`config.mk`:
```
export PLATFORM = sky130hd
export DESIGN_NAME = ram_port_arbiter
export DESIGN_NICKNAME = d
export VERILOG_FILES = /design/src/rtl/ram_port_arbiter.sv
export SDC_FILE = /design/constraint.sdc
export NUM_CORES = 1
export LEC_CHECK = 0
export BUFFER_PORTS_ARGS = -buffer_cell sky130_fd_sc_hd__buf_2
export CAP_MARGIN = 40
export CELL_PAD_IN_SITES_DETAIL_PLACEMENT = 0
export CELL_PAD_IN_SITES_GLOBAL_PLACEMENT = 2
export CORE_UTILIZATION = 16
export DETAILED_ROUTE_END_ITERATION = 12
export PLACE_DENSITY = 0.95
export SLEW_MARGIN = 30
export SYNTH_ARGS = -nofsm -noshare
export SYNTH_HDL_FRONTEND = slang
export SYNTH_SLANG_ARGS = --single-unit
```
`constraint.sdc`:
```
create_clock -name clk -period 3 [get_ports clk]
set_input_delay 0.6 -clock clk [delete_from_list [all_inputs] [get_ports clk]]
set_output_delay 0.6 -clock clk [all_outputs]
set_load 0.02 [all_outputs]
```
`src/rtl/ram_port_arbiter.sv`:
```
// ram_port_arbiter: round-robin sharing of one single-port synchronous RAM
// between two requesters, with read data routed back one cycle later.
// Optional feature macro RAM_ARB_INIT_CLEAR_EN: when defined, the RAM is
// zero-filled (one word per cycle) after every reset before arbitration starts.
module ram_port_arbiter #(
    parameter  int unsigned SIZE  = 8,
    parameter  int unsigned DEPTH = 16,
    localparam int unsigned AW    = $clog2(DEPTH)
) (
    input  logic            clk,
    input  logic            rst,
    input  logic            req0_valid,
    input  logic            req0_write,
    input  logic [AW-1:0]   req0_address,
    input  logic [SIZE-1:0] req0_write_data,
    output logic            req0_ready,
    output logic            resp0_valid,
    input  logic            req1_valid,
    input  logic            req1_write,
    input  logic [AW-1:0]   req1_address,
    input  logic [SIZE-1:0] req1_write_data,
    output logic            req1_ready,
    output logic            resp1_valid,
    output logic [SIZE-1:0] resp_data,
    output logic            busy,
    output logic [AW-1:0]   ram_address,
    output logic [SIZE-1:0] ram_write_data,
    output logic            ram_write_en,
    input  logic [SIZE-1:0] ram_read_data
);

    localparam logic [0:0] ST_ARB = 1'b0;
`ifdef RAM_ARB_INIT_CLEAR_EN
    localparam logic [0:0] ST_CLEAR = 1'b1;
    localparam logic [0:0] ST_RESET = ST_CLEAR;
`else
    localparam logic [0:0] ST_RESET = ST_ARB;
`endif

    logic [0:0]    state;
    logic [0:0]    state_next;
    logic          last;          // port granted most recently
    logic [AW-1:0] addr_held;     // RAM address kept stable while idle
    logic          resp0_pending;
    logic          resp1_pending;
    logic          arb_open;
    logic          acc0;
    logic          acc1;
`ifdef RAM_ARB_INIT_CLEAR_EN
    logic [AW-1:0] clr_addr;
`endif

    // State register
    always_ff @(posedge clk) begin
        if (rst) begin
            state <= ST_RESET;
        end else begin
            state <= state_next;
        end
    end

    // Next state, grant and RAM drive; reset gates every handshake output immediately
    always_comb begin
        state_next     = state;
        arb_open       = !rst && (state == ST_ARB);
        req0_ready     = arb_open && (!req1_valid || last);
        req1_ready     = arb_open && (!req0_valid || !last);
        acc0           = req0_valid && req0_ready;
        acc1           = req1_valid && req1_ready;
        busy           = rst || (state != ST_ARB);
        ram_address    = acc1 ? req1_address : (acc0 ? req0_address : addr_held);
        ram_write_data = acc1 ? req1_write_data : req0_write_data;
        ram_write_en   = (acc0 && req0_write) || (acc1 && req1_write);
        resp0_valid    = resp0_pending && !rst;
        resp1_valid    = resp1_pending && !rst;
        resp_data      = ram_read_data;
`ifdef RAM_ARB_INIT_CLEAR_EN
        if (state == ST_CLEAR) begin
            ram_address    = clr_addr;
            ram_write_data = '0;
            ram_write_en   = !rst;
            if (clr_addr == AW'(DEPTH - 1)) begin
                state_next = ST_ARB;
            end
        end
`endif
    end

    // Round-robin history, held address and one-cycle read response tracking
    always_ff @(posedge clk) begin
        if (rst) begin
            last          <= 1'b1;
            addr_held     <= '0;
            resp0_pending <= 1'b0;
            resp1_pending <= 1'b0;
        end else begin
            if (acc0 || acc1) begin
                last <= acc1;
            end
            addr_held     <= ram_address;
            resp0_pending <= acc0 && !req0_write;
            resp1_pending <= acc1 && !req1_write;
        end
    end

`ifdef RAM_ARB_INIT_CLEAR_EN
    // Clear sweep address, restarted from zero by every reset
    always_ff @(posedge clk) begin
        if (rst) begin
            clr_addr <= '0;
        end else if (state == ST_CLEAR) begin
            clr_addr <= clr_addr + AW'(1);
        end
    end
`endif

endmodule

```
* After elaboration in Yosys (flattened, before gate mapping)
Index checks and enable logic that the tools add are counted.
Storage, ports and cells: register bits 7, bits in latches 0, memory bits (writable) 0, memory bits (read-only) 0, memories kept 0
Operators by class: add/subtract/negate cells 0, $mul 0, divide/modulo/power cells 0, magnitude comparators 0, equality and inequality tests 0, shift-type cells 0, mux-type cells 3, bitwise logic cells 0, reductions and logical operators 20
Operators with widths (number):
- $logic_and A1 B1 Y1 | 10
- $mux W4 | 2
- $mux W8 | 1
- $logic_not A1 Y1 | 6
- $logic_or A1 B1 Y1 | 4

* Depth between registers and ports, before layout
depth in word-level cells 6, mapped depth 5

* Least setup slack after synthesis
OpenSTA, ideal clock, no wires.
path kind input -> output, from in rst, to out ram_address[0], arrival 1.518 ns, data required time 2.400 ns, slack 0.882 ns, stages on the path 5, cell sequence buf_4 > a21oi_4 > and2_1 > buf_4 > a21oi_1
Between the ends: elaborated cells between the ends (all ways) 7, those cells by class 2 x mux; 5 x reduce/logical
RTL lines:
- start: declaration | line 11 | input logic rst,
- $logic_not A1 Y1 | line 65 | arb_open = !rst && (state == ST_ARB);
- $logic_and A1 B1 Y1 | line 67 | req1_ready = arb_open && (!req0_valid || !last);
- via req1_ready | line 22 | output logic req1_ready,
- $logic_and A1 B1 Y1 | line 69 | acc1 = req1_valid && req1_ready;
- $mux W4 | line 71 | ram_address = acc1 ? req1_address : (acc0 ? req0_address : addr_held);
- end: declaration | line 26 | output logic [AW-1:0] ram_address,
The timed path passes the listed nets, and every way through them passes these cells.

* Worst setup path in the final report
from in rst, to out ram_write_en
Between the ends: word-level cells in the longest chain between the ends 5, elaborated cells between the ends (all ways) 8, those cells by class 8 x reduce/logical
Ends and longest elaborated chain:
- $logic_not A1 Y1 * | line 65
- $logic_and A1 B1 Y1, on equally long branches | line 66, 67
- $logic_and A1 B1 Y1, on equally long branches | line 68, 69
- $logic_and A1 B1 Y1 | line 73 | ram_write_en = (acc0 && req0_write) || (acc1 && req1_write);
- $logic_or A1 B1 Y1 * | line 73
- end: declaration | line 28 | output logic ram_write_en,
Every way passes the cells marked *; elsewhere a longest branch is shown, timed or not.

==> flow_metrics.py <==
metrics = {
    "outcome": {
        "outcome": "finished clean",
    },
    "synth": {
        "yosys.area.top_type_share_pct": 26.5,
        "synthTopCellsByArea": "sky130_fd_sc_hd__dfxtp_1 (27%), sky130_fd_sc_hd__mux2_2 (17%), sky130_fd_sc_hd__buf_4 (16%), sky130_fd_sc_hd__a211oi_2 (9.5%), sky130_fd_sc_hd__o32ai_1 (6.6%)",
        "synth_largest_area_cell": "sky130_fd_sc_hd__dfxtp_1",
        "async_reset_ff_share_pct": 0,
        "synth-edff-count": 0,
        "count_of_state_elements_after_synthesis": 7,
        "yosys_most_used_dff": "sky130_fd_sc_hd__dfxtp_1",
        "yosysWarningCount": 0,
        "synth.net_count": 94,
        "postSynthCellCount": 56,
        "yosysUniqueCellTypes": 17,
        "synth.avg_cell_area_um2": 9.43,
        "mappedNetlistArea_um2": 528,
        "synth-seq-area-share_pct": 26.5,
    },
    "route": {
        "vias_per_std_cell": 3.88,
        "routed_wirelength_um": 1500,
        "routed-via-count": 543,
        "drc_errors": 0,
        "postRouteAntennaNets": 0,
        "post_drt_wl_per_cell_um": 10.7,
        "detailedRoute.firstPassIterationCount": 3,
        "dr.first_iter.drc_count": 6,
    },
    "die": {
        "die_outline_area_um2": 3530,
        "die_w_um": 59.4,
        "num_io_pins": 64,
        "floorplan.initialDensity_pct": 17.0,
        "die-height_um": 59.4,
        "total_core_area_um2": 3100,
        "placement_rows": 20,
    },
    "placement": {
        "hpwl_um": 1310,
        "weighted_congestion_reported_at_the_end_of_routability_driven_placement": 0.762,
        "placement.io_buffers": 47,
        "placedCellCount": 136,
    },
    "job": {
        "max_cap_violations": 0,
    },
    "worst_setup_path": {
        "worst_r2r_path_depth": 3,
        "reg2reg_slack_ps": 1820,
        "timing.critical_path.to_type": "output pin",
        "required_time_worst_endpoint_ps": 2400,
        "cp.arrival_ps": 1670,
        "slowest_stage": "sky130_fd_sc_hd__and2_1",
        "critical-path-max-stage-delay_ps": 380,
        "critical_path.top_delay_family": "simple AND/OR/NAND/NOR gates",
        "rr_endpoint": "addr_held[3]",
        "critical_path.n_buffers_inverters": 2,
        "critical_path.max_fanout": 11,
        "worst_r2r_startpoint": "last",
        "crit_path_start_kind": "input pin",
        "cp_common_cell": "sky130_fd_sc_hd__buf_2",
        "path_class": "input pin to output pin",
        "timing.critical_path.cells": "buf_2 -> a21oi_4 -> and2_1 -> a32o_1 -> buf_2",
    },
    "clock_network": {
        "htreeDepth": 1,
        "tritoncts": "yes",
        "cts_hold_buf": 0,
        "worst_setup_hold_path_clk_slew_ps": 50,
        "cts_inserted_buffers": 3,
        "cts-root-buf": "sky130_fd_sc_hd__clkbuf_4",
        "cts_buffer_depth": 2,
        "postCtsSetupBuffers": 0,
        "skew_pair_late_insertion_delay_ps": 240,
        "cts_num_sinks": 7,
        "cts_resized": 0,
    },
    "global_routing": {
        "grt_max_degree": 12,
        "grt_use_total_pct": 8.59,
        "wire_length_of_the_first_global_routing_pass_um": 2280,
        "grt_pass1_vias": 520,
        "grt_remaining_overflow": 0,
        "antenna_violations_before_repair": 0,
    },
    "power": {
        "ir_drop_v": 0.000143,
        "p_per_area_nw_per_um2": 380,
        "power.leakage_nw": 0.373,
        "report.power.total_mw": 0.290,
    },
    "finish": {
        "final_cell_mix": "sky130_fd_sc_hd__buf_2 (47), sky130_fd_sc_hd__mux2_2 (8), sky130_fd_sc_hd__dfxtp_1 (7), sky130_fd_sc_hd__inv_1 (5)",
        "ff_latch_area_um2": 140,
        "layout-area-overhead-vs-synth_pct": 44.3,
        "antenna_cells": 0,
        "drive_gt1_share_pct": 67.7,
        "final.fill_count": 367,
        "layout_commonest_cell": "sky130_fd_sc_hd__buf_2",
        "final_cells": 140,
        "num-nets-final": 135,
        "multi_input_comb_area_um2": 287,
    },
    "min_path": {
        "worstHoldEndpoint": "last",
        "hold_path.startpoint": "last",
        "min_path_cells": 2,
        "timing.hold.worst.class": "flop to flop",
    },
    "sta": {
        "final_setup_violations": 0,
        "report.final.hold_viol_count": 0,
        "maxSlewHeadroom_pct": 73.9,
        "setup-tns-final_ps": 0,
        "final.setup_skew_ps": 4.73,
        "layout_worst_path_cycle_share_pct": 75.7,
        "unrepaired_setup_endpoints_after_global_routing": "no",
        "post-route-min-period_ps": 2270,
        "timing_worst_slew_pin_value_ps": 390,
        "max_clock_freq_mhz": 441,
        "drv_slew": 0,
    },
}
-- registers in the layout, summed over array words and instances (netlist names) --
signal and count:
resp1_pending 1, last 1, resp0_pending 1, addr_held 4
-- layout make-up --
| class | count | share of cell area, % |
|---|---|---|
| multi-input combinational | 33 | 37.6 |
| timing repair buffer | 47 | 30.9 |
| sequential | 7 | 18.4 |
| tap | 44 | 7.22 |
| clock buffer | 4 | 3.45 |
| inverter | 5 | 2.46 |
-- routing by layer --
metal	routed length, um	GRT usage [%]	vias up
li1	-	-	273
met1	651	10.9	259
met2	758	14.1	11
met3	93	3.28	0
met4	0	1.02	0
met5	0	0	-
-- cell families after synthesis --
logic type / count (synthesis) / share of synthesized area, %
mux: 8 / 17.1
simple gates: 9 / 9.48
flops: 7 / 26.5
buf+inv: 16 / 19.2
compound gates: 16 / 27.7
-- worst max path at each step --
stage	start	end	slack, ps	cells after the start
final	rst	ram_write_en	730	5
after global routing	rst	ram_write_en	610	5
after CTS	rst	ram_write_en	710	5
after detailed placement	rst	ram_write_en	710	5
after global placement	rst	ram_write_en	750	5
after floorplan	rst	ram_address[0]	880	5
-- tightest hold or removal path: cells and delay by family (launching register included) --
kind	cells	cell delay [ps]
AO/OA/AOI/OAI	1	70
flip-flops	1	340
buffers and inverters	1	60
-- cells in the mapped netlist (2+ instances only) --
master                      n
sky130_fd_sc_hd__buf_4     11
sky130_fd_sc_hd__nor2_1     2
sky130_fd_sc_hd__mux2_2     8
sky130_fd_sc_hd__a21oi_1    4
sky130_fd_sc_hd__dfxtp_1    7
sky130_fd_sc_hd__a211oi_2   4
sky130_fd_sc_hd__nor2b_1    3
sky130_fd_sc_hd__inv_1      5
sky130_fd_sc_hd__o32ai_1    4
-- stage by stage --
| stage | setup WS (ps) | hold slack (ps) | instance area (um2) | util (%) |
|---|---|---|---|---|
| floorplan | 882 | 487 | 528 | - |
| global placement | 752 | 528 | 736 | 23.7 |
| detailed placement | 711 | 512 | 736 | 23.7 |
| CTS | 710 | 521 | 762 | 24.6 |
| global route | 610 | 516 | 762 | 24.6 |
| finish | 730 | 525 | 762 | 24.6 |
-- power breakdown --
part           internal, mW  total, mW  switching, mW
sequential           0.0997      0.102        0.00252
combinational        0.0460      0.107         0.0609
clock                0.0505     0.0808         0.0303
(Power assumes the default switching activity.)
